[src/rtl/dk_upload_pkg.sv]
// dk_upload_pkg: shared types and constants for the ioctl upload responder.
//   dk_upload_state_e : FSM state encoding (IDLE, FETCH, DONE)
//   FILL_BYTE         : byte returned for reads past the payload
//   TIMEOUT_BYTE      : byte returned when memory never acknowledges
//   csum_close()      : byte that brings an 8-bit running sum back to zero
package dk_upload_pkg;

  typedef enum logic [1:0] {
    ST_IDLE  = 2'd0,
    ST_FETCH = 2'd1,
    ST_DONE  = 2'd2
  } dk_upload_state_e;

  localparam logic [7:0] FILL_BYTE    = 8'hFF;
  localparam logic [7:0] TIMEOUT_BYTE = 8'h00;

  function automatic logic [7:0] csum_close(input logic [7:0] sum);
    return 8'(~sum + 8'd1);
  endfunction

endpackage

[src/rtl/dk_upload_csum.sv]
// dk_upload_csum: 8-bit modulo-256 accumulator of served upload bytes.
// Ports:
//   i_clk, i_rst_n : clock, asynchronous active-low reset
//   i_clr          : zero the accumulator (wins over i_add)
//   i_add, i_data  : add i_data to the sum this cycle
//   o_neg          : two's-complement negation of the current sum
module dk_upload_csum
  import dk_upload_pkg::*;
(
  input  logic       i_clk,
  input  logic       i_rst_n,
  input  logic       i_clr,
  input  logic       i_add,
  input  logic [7:0] i_data,
  output logic [7:0] o_neg
);

  logic [7:0] r_sum;

  always_ff @(posedge i_clk or negedge i_rst_n) begin
    if (!i_rst_n) begin
      r_sum <= 8'h00;
    end else if (i_clr) begin
      r_sum <= 8'h00;
    end else if (i_add) begin
      r_sum <= r_sum + i_data;
    end
  end

  assign o_neg = csum_close(r_sum);

endmodule

[src/rtl/dk_ioctl_upload.sv]
// dk_ioctl_upload: upload-side responder for the HPS ioctl channel.
// Serves each ioctl_rd byte request of an upload on index INDEX from a
// variable-latency core memory port, stalling the host with ioctl_wait.
//
// Optional feature macro: DK_UPLOAD_CSUM_EN -- a read at address LEN
// returns the byte that makes the served payload sum to zero mod 256.
//
// Ports:
//   clk_sys, reset_n        : clock, asynchronous active-low reset
//   ioctl_upload/index      : upload in progress / target index
//   ioctl_rd, ioctl_addr    : one-cycle read strobe and byte address
//   ioctl_din, ioctl_wait   : returned byte, host stall
//   mem_req, mem_addr       : level request to core memory and its address
//   mem_ack, mem_dout       : one-cycle data valid and data from memory
//   busy, err               : FSM not idle, sticky timeout flag
//   o_dbg_state             : current FSM state
//
// Handshakes:
//   host side  : ioctl_rd is a single-cycle strobe, accepted only in IDLE
//                while active; ioctl_wait rises the cycle after an in-range
//                strobe and falls in the cycle ioctl_din becomes valid.
//   memory side: mem_req is a level held with mem_addr stable until the
//                cycle after mem_ack; mem_dout is taken only with mem_ack
//                while in FETCH.
module dk_ioctl_upload
  import dk_upload_pkg::*;
#(
  parameter int          ADDR_W  = 16,
  parameter logic [15:0] LEN     = 16'h0100,
  parameter logic [7:0]  INDEX   = 8'd4,
  parameter int          TIMEOUT = 255
) (
  input  logic              clk_sys,
  input  logic              reset_n,
  input  logic              ioctl_upload,
  input  logic [7:0]        ioctl_index,
  input  logic              ioctl_rd,
  input  logic [24:0]       ioctl_addr,
  output logic [7:0]        ioctl_din,
  output logic              ioctl_wait,
  output logic              mem_req,
  output logic [ADDR_W-1:0] mem_addr,
  input  logic              mem_ack,
  input  logic [7:0]        mem_dout,
  output logic              busy,
  output logic              err,
  output dk_upload_state_e  o_dbg_state
);

  localparam logic [24:0] LEN_EXT = 25'(LEN);
  // The counter sits at TIMEOUT-1 in the last FETCH cycle, so wait drops
  // exactly TIMEOUT cycles after entering FETCH.
  localparam logic [7:0]  TO_LAST = 8'(TIMEOUT - 1);

  dk_upload_state_e  r_state, w_state_nxt;
  logic              r_active_q;
  logic [7:0]        r_cnt, w_cnt_nxt;
  logic [7:0]        r_din, w_din_nxt;
  logic              r_wait, w_wait_nxt;
  logic              r_req, w_req_nxt;
  logic [ADDR_W-1:0] r_addr, w_addr_nxt;
  logic              r_err, w_err_nxt;
  logic              w_active;
  logic              w_start;
  logic              w_in_range;

  assign w_active   = ioctl_upload && (ioctl_index == INDEX);
  assign w_start    = w_active && !r_active_q;
  assign w_in_range = ioctl_addr < LEN_EXT;

`ifdef DK_UPLOAD_CSUM_EN
  logic       w_csum_add;
  logic [7:0] w_csum_data;
  logic [7:0] w_csum_neg;

  dk_upload_csum u_csum (
    .i_clk  (clk_sys),
    .i_rst_n(reset_n),
    .i_clr  (w_start),
    .i_add  (w_csum_add),
    .i_data (w_csum_data),
    .o_neg  (w_csum_neg)
  );
`endif

  always_ff @(posedge clk_sys or negedge reset_n) begin
    if (!reset_n) begin
      r_state <= ST_IDLE;
    end else begin
      r_state <= w_state_nxt;
    end
  end

  always_comb begin
    w_state_nxt = r_state;
    w_cnt_nxt   = r_cnt;
    w_din_nxt   = r_din;
    w_wait_nxt  = r_wait;
    w_req_nxt   = r_req;
    w_addr_nxt  = r_addr;
    w_err_nxt   = r_err;
`ifdef DK_UPLOAD_CSUM_EN
    w_csum_add  = 1'b0;
    w_csum_data = mem_dout;
`endif

    if (w_start) begin
      w_err_nxt = 1'b0;
      w_cnt_nxt = 8'd0;
    end

    if (!w_active) begin
      // Abort from any state; ioctl_din deliberately keeps its value.
      w_state_nxt = ST_IDLE;
      w_req_nxt   = 1'b0;
      w_wait_nxt  = 1'b0;
      w_cnt_nxt   = 8'd0;
    end else begin
      case (r_state)
        ST_IDLE: begin
          if (ioctl_rd) begin
            if (w_in_range) begin
              w_addr_nxt  = ioctl_addr[ADDR_W-1:0];
              w_req_nxt   = 1'b1;
              w_wait_nxt  = 1'b1;
              w_cnt_nxt   = 8'd0;
              w_state_nxt = ST_FETCH;
            end else begin
`ifdef DK_UPLOAD_CSUM_EN
              if (ioctl_addr == LEN_EXT) begin
                // On the start cycle the accumulator is being cleared.
                w_din_nxt = w_start ? 8'h00 : w_csum_neg;
              end else begin
                w_din_nxt = FILL_BYTE;
              end
`else
              w_din_nxt = FILL_BYTE;
`endif
            end
          end
        end
        ST_FETCH: begin
          if (mem_ack) begin
            w_din_nxt   = mem_dout;
            w_req_nxt   = 1'b0;
            w_wait_nxt  = 1'b0;
            w_cnt_nxt   = 8'd0;
            w_state_nxt = ST_DONE;
`ifdef DK_UPLOAD_CSUM_EN
            w_csum_add  = 1'b1;
`endif
          end else if (r_cnt == TO_LAST) begin
            w_din_nxt   = TIMEOUT_BYTE;
            w_err_nxt   = 1'b1;
            w_req_nxt   = 1'b0;
            w_wait_nxt  = 1'b0;
            w_cnt_nxt   = 8'd0;
            w_state_nxt = ST_DONE;
`ifdef DK_UPLOAD_CSUM_EN
            // A timed-out byte still counts as served.
            w_csum_add  = 1'b1;
            w_csum_data = TIMEOUT_BYTE;
`endif
          end else begin
            w_cnt_nxt = r_cnt + 8'd1;
          end
        end
        ST_DONE: begin
          // Guard cycle before the next host strobe may be accepted.
          w_state_nxt = ST_IDLE;
        end
        default: begin
          w_state_nxt = ST_IDLE;
          w_req_nxt   = 1'b0;
          w_wait_nxt  = 1'b0;
        end
      endcase
    end
  end

  always_ff @(posedge clk_sys or negedge reset_n) begin
    if (!reset_n) begin
      r_active_q <= 1'b0;
      r_cnt      <= 8'd0;
      r_din      <= 8'h00;
      r_wait     <= 1'b0;
      r_req      <= 1'b0;
      r_addr     <= '0;
      r_err      <= 1'b0;
    end else begin
      r_active_q <= w_active;
      r_cnt      <= w_cnt_nxt;
      r_din      <= w_din_nxt;
      r_wait     <= w_wait_nxt;
      r_req      <= w_req_nxt;
      r_addr     <= w_addr_nxt;
      r_err      <= w_err_nxt;
    end
  end

  assign ioctl_din   = r_din;
  assign ioctl_wait  = r_wait;
  assign mem_req     = r_req;
  assign mem_addr    = r_addr;
  assign err         = r_err;
  assign busy        = (r_state != ST_IDLE);
  assign o_dbg_state = r_state;

endmodule

[config.mk]
export PLATFORM = sky130hd
export DESIGN_NAME = dk_ioctl_upload
export DESIGN_NICKNAME = d
export VERILOG_FILES = /design/src/rtl/dk_upload_pkg.sv /design/src/rtl/dk_upload_csum.sv /design/src/rtl/dk_ioctl_upload.sv
export SDC_FILE = /design/constraint.sdc
export NUM_CORES = 1
export LEC_CHECK = 0
export ABC_CLOCK_PERIOD_IN_PS = 2600
export BUFFER_PORTS_ARGS = -buffer_cell sky130_fd_sc_hd__clkbuf_2
export CAP_MARGIN = 20
export CORE_MARGIN = 5
export CORE_UTILIZATION = 48
export CTS_BUF_LIST = sky130_fd_sc_hd__clkbuf_8
export DETAILED_ROUTE_END_ITERATION = 8
export PLACE_DENSITY = 0.86
export RECOVER_POWER = 25
export SYNTH_ARGS = -nofsm -noshare
export SYNTH_HDL_FRONTEND = slang
export SYNTH_SLANG_ARGS = --single-unit
[constraint.sdc]
create_clock -name clk_sys -period 2.6 [get_ports clk_sys]
set_input_delay 0.13 -clock clk_sys [delete_from_list [all_inputs] [get_ports clk_sys]]
set_output_delay 0.13 -clock clk_sys [all_outputs]
set_load 0.01 [all_outputs]
# ---- After elaboration in Yosys (flattened, before gate mapping)
# Cells that the tools add are included.
dict set report word_totals {
  register_bits 37
  input_bits 46
  output_inout_bits 30
  word_cells 59
}
dict set report classes {
  add_sub_neg 1
  magnitude_cmp 1
  eq_ne 11
  muxes 29
  reduce_logical 10
}
# op count
set op_table {}
lappend op_table {{8-bit two-way mux} 10}
lappend op_table {{8-bit case mux with 2 select lines} 2}
lappend op_table {{25-bit by 9-bit less-than comparator with 1-bit output (second input constant)} 1}
lappend op_table {{1-bit two-way mux} 10}
lappend op_table {{2-bit two-way mux} 5}
lappend op_table {{3-bit != test (second input constant)} 3}
lappend op_table {{8-bit by 1-bit adder with 8-bit output (second input constant)} 1}
lappend op_table {{8-bit by 3-bit == test with 1-bit output (second input constant)} 1}
lappend op_table {{8-bit == test (second input constant)} 1}
lappend op_table {{4-bit AND reduction} 2}
lappend op_table {{2-bit != test (second input constant)} 3}
lappend op_table {{5-bit AND reduction} 1}
lappend op_table {{4-bit != test (second input constant)} 1}
lappend op_table {{2-bit case mux with 2 select lines} 1}
lappend op_table {{2-bit nonzero test} 2}
lappend op_table {{1-bit case mux with 3 select lines} 1}
lappend op_table {{3-bit AND reduction} 1}
lappend op_table {{2-bit by 1-bit == test with 1-bit output (second input constant)} 1}
lappend op_table {{2-bit == test (second input constant)} 1}
lappend op_table {{1-bit logical AND} 2}
lappend op_table {{2-bit logical NOT} 1}
lappend op_table {{1-bit logical NOT} 1}

# ---- Depth between registers and ports, before layout
dict set report logic_depth {
  ltp_word 8
  depth_mapped 8
  depth_no_buf 7
}

# ---- Worst setup path before layout
# OpenSTA, ideal clock, no wires.
dict set report synth_timing {
  kind {input port to flip-flop}
  start {input port ioctl_index[3]}
  end {register r_addr[4] (netlist: mem_addr[4])}
  setup_time_ns 0.127
  t_arrival_ns 1.939
  required_ns 2.473
  setup_slack_ns 0.533
  path_stages 6
  path_buffers 2
  cell_sequence {or4b_1 > or3_1 > buf_2 > nor3_4 > buf_6 > mux2_1}
}
dict set report synth_via {
  elab_chain_cells 3
}
# element line
set synth_lines {}
lappend synth_lines {{start, declared} dk_ioctl_upload.sv:36} ;# input logic [7:0] ioctl_index,
lappend synth_lines {{8-bit by 3-bit == test with 1-bit output} dk_ioctl_upload.sv:67} ;# assign w_active = ioctl_upload && (ioctl_index == INDEX);
lappend synth_lines {{1-bit logical AND} dk_ioctl_upload.sv:67}
lappend synth_lines {{4-bit AND reduction (no source line)} --}
lappend synth_lines {{end signal, assigned} dk_ioctl_upload.sv:196} ;# r_addr <= w_addr_nxt;
lappend synth_lines {{end, declared} dk_ioctl_upload.sv:61} ;# logic [ADDR_W-1:0] r_addr, w_addr_nxt;
# No other way between the ends.
# A chain may end at the register's enable or synchronous reset.

# ---- Worst setup path after layout
dict set report layout_timing {
  start {register r_cnt[0]}
  end {register r_din[2] (netlist: ioctl_din[2])}
}
dict set report layout_via {
  elab_chain_cells 3
}
# element line
set layout_lines {}
lappend layout_lines {{start, declared} dk_ioctl_upload.sv:57} ;# logic [7:0] r_cnt, w_cnt_nxt;
lappend layout_lines {{start signal, assigned} dk_ioctl_upload.sv:192} ;# r_cnt <= w_cnt_nxt;
lappend layout_lines {{8-bit == test} dk_ioctl_upload.sv:152} ;# end else if (r_cnt == TO_LAST) begin
lappend layout_lines {{3-bit != test (no source line)} --}
lappend layout_lines {{5-bit AND reduction (no source line)} --}
lappend layout_lines {{end signal, assigned} dk_ioctl_upload.sv:193} ;# r_din <= w_din_nxt;
lappend layout_lines {{end, declared} dk_ioctl_upload.sv:58} ;# logic [7:0] r_din, w_din_nxt;
# No other way between the ends.

==> metrics.yaml <==
wl_um: 3870
fmax_ghz: 0.525
synth_edf_count: 0
cts_resized: 0
synth_top_area_cell: "dfrtp_1"
peakVddDrop_mv: 0.423
cts_tree: "done"
antenna_cells: 0
vias: 1488
worstSetupEndpoint: "ioctl_din[2]"
ys_top_cells_by_count: "37 x dfrtp_1, 20 x a21oi_1, 15 x o21ai_0"
min-delay-start: "ioctl_addr[5]"
drtIter0Drc: 85
grt_overflow_total: 0
critPathMaxFanout: 16
yosys_warnings: 0
crit_chain: "inv_1 > ha_1 > nand3_1 > o21ai_0 > buf_4 > o311ai_1 > buf_4 > o21ai_0"
cpLargestDelayFamily: "compound AO/OA/AOI/OAI gates"
rows: 21
syn_area_um2: 1690
pin_count: 76
syn_nets: 213
layout-drive-gt1-share_pct: 29.6
drv_slew: 0
fp.coreArea_um2: 3360
synth_cells: 165
drv_cap: 0
area_growth_pct: 31.5
startpoint: "r_cnt[0]"
relSlewSlack_pct: 41.8
fin_skew_ps: 3.02
syn_avg_cell_area_um2: 10.3
drc: 0
finalHoldViolCount: 0
p_leak_nw: 1.08
first_global_vias: 1493
dr.pass1.iters: 4
finalCritPeriodShare_pct: 73.3
reg2reg_depth: 8
start_kind: "register"
ys.flop_type: "dfrtp_1"
rsz0062_at_grt: "no"
cts_max_level: 2
dieArea_um2: 4810
crit_type: "reg2reg"
regToRegSetupSlack_ps: 690
finalSetupViolations: 0
cts.sinks: 37
cp-end-kind: "register"
tns_ps: 0
final_cells: 293
grt_first_pass_wirelength_um: 6660
clkTransAtPathRegs_ps: 70
worst_pin_slew_ps: 872
antenna_found_initial: 0
cts_max_path_buffers: 2
fp.dieW_um: 69.4
die_y_um: 69.4
port_buffers: 75
ys_seq_area_share_pct: 54.7
detailed_place_hpwl_um: 2970
ys_types: 35
grt_use_total_pct: 16.8
r2r-end: "ioctl_din[2]"
critPathMaxStageDelay_ps: 470
synth_top_area_share_pct: 54.7
cts_root_buffer: "clkbuf_8"
cts_buffers: 5
ant_nets: 0
async_flop_share_pct: 100
period_needed_ps: 1910
clk-insertion-delay-late_ps: 290
dpl.cell_count: 284
num-nets-final: 294
synth_area_leaders: "dfrtp_1 55%, a21oi_1 5.9%, o21ai_0 4.4%"
ys_ff_latch: 37
cp.arrival_ps: 2110
synthMostInstantiatedCell: "dfrtp_1"
grt_start_max_net_pins: 38
worst-path-stages: 8
worstHoldPathType: "in2reg"
status: "finished clean"
start_util_pct: 50.3
vias_per_cell: 5.08
globalplace.congestion: 0.806
routedWlPerCell_um: 13.2
path_buf_inv: 3
powerDensity_nw_per_um2: 521
slowest_stage: "dfrtp_1"
reg2reg_from: "r_cnt[0]"
required_ps: 2800
==> worst register-to-register path, stage by stage (launching register included) <==
cell      delay [ps]
dfrtp_1          470
inv_1            100
ha_1             200
nand3_1          100
o21ai_0          240
buf_4            200
o311ai_1         110
buf_4            200
o21ai_0          190
==> metrics by stage <==
stage               instance area [um2]  power, mW  setup WS [ps]  hold WS [ps]  util, %
global placement                   2130      0.659            487           281     63.3
global route                       2230       1.20            545          54.3     66.2
floorplan                          1690      0.610            533          -166        -
finish                             2230       1.16            694          57.5     66.2
CTS                                2260       1.17            698          58.2     67.2
detailed placement                 2130      0.661            456           286     63.3
==> sequential cells by signal (all words and copies together) (netlist names) <==
register	flops
err	1
ioctl_din	8
mem_addr	16
mem_req	1
o_dbg_state	2
r_active_q	1
r_cnt	8
==> routing by layer <==
| layer | global-route usage (%) | part of all wire, % | vias up |
|---|---|---|---|
| met1 | 19.2 | 40 | 705 |
| met3 | 5.80 | 6.3 | 5 |
| met2 | 29.7 | 53 | 34 |
| met4 | 4.56 | 1.2 | 0 |
| met5 | 0 | 0 | - |
| li1 | - | - | 744 |
==> layout by cell type, fill, tap and decap left out <==
master | Yosys | final
nand2b_1 | 2 | 2
nor4_1 | 4 | 4
nor3_4 | 1 | 1
and2_1 | 1 | 1
nor2_1 | 9 | 9
ha_1 | 2 | 2
and4_1 | 1 | 1
nor3_1 | 3 | 3
clkbuf_2 | 0 | 49
mux2_2 | 6 | 6
o21ai_0 | 15 | 15
dlygate4sd3_1 | 0 | 1
a21oi_1 | 20 | 20
or3_1 | 5 | 5
o311ai_1 | 0 | 1
nand2_1 | 13 | 13
or2_2 | 2 | 2
a41oi_1 | 2 | 2
inv_1 | 3 | 3
o21bai_1 | 1 | 1
or3b_2 | 1 | 1
nand3_1 | 4 | 4
or4b_1 | 1 | 1
clkbuf_8 | 0 | 6
mux2_1 | 2 | 2
and3_1 | 1 | 1
nor2b_1 | 10 | 10
dfrtp_1 | 37 | 37
o21a_1 | 3 | 3
nor3b_1 | 2 | 2
nand4_1 | 2 | 2
clkbuf_1 | 5 | 26
bufinv_16 | 0 | 1
buf_4 | 1 | 6
a211oi_1 | 1 | 1
o22ai_1 | 1 | 1
or4_1 | 1 | 1
clkinvlp_4 | 0 | 1
==> cell type report <==
class                   instances  area (um2)
flip-flops and latches         37         926
inverters                       3        11.3
clock buffers                   6        82.6
fillers                       286        1140
clock inverters                 2        37.5
repair buffers                 82         398
well taps                      46        57.6
multi-input cells             117         713
==> logic make-up after synthesis <==
logic type               count (synthesis)  synth area share [%]
AND/OR/NAND/NOR                         63                  20.8
buffers and inverters                   11                  3.18
flip-flops                              37                  54.7
adder cells (fa/ha/maj)                  2                  1.48
multiplexers                             8                  5.32
AO/OA/AOI/OAI                           44                  14.5
==> worst min path at each step <==
| stage | endpoint | slack [ps] | cells after the start |
|---|---|---|---|
| after detailed placement | mem_addr[11] | 290 | 1 |
| after CTS | mem_addr[5] | 60 | 2 |
| after global placement | mem_addr[9] | 280 | 1 |
| after global routing | mem_addr[5] | 50 | 2 |
| final | mem_addr[5] | 60 | 2 |
| after floorplan | err | -170 | 0 |
==> power breakdown <==
group	total, mW	switching, mW	internal (mW)
Clock	0.512	0.201	0.312
Sequential	0.584	0.00293	0.581
Combinational	0.0643	0.0322	0.0321
==> what timing repair did <==
| action | 4_1_cts | 5_1_grt |
|---|---|---|
| setup buffers | 0 | 0 |
| hold endpoints to repair | 37 | 0 |
| hold buffers | 1 | 0 |
Note: power is estimated with default switching activity, not from simulation.
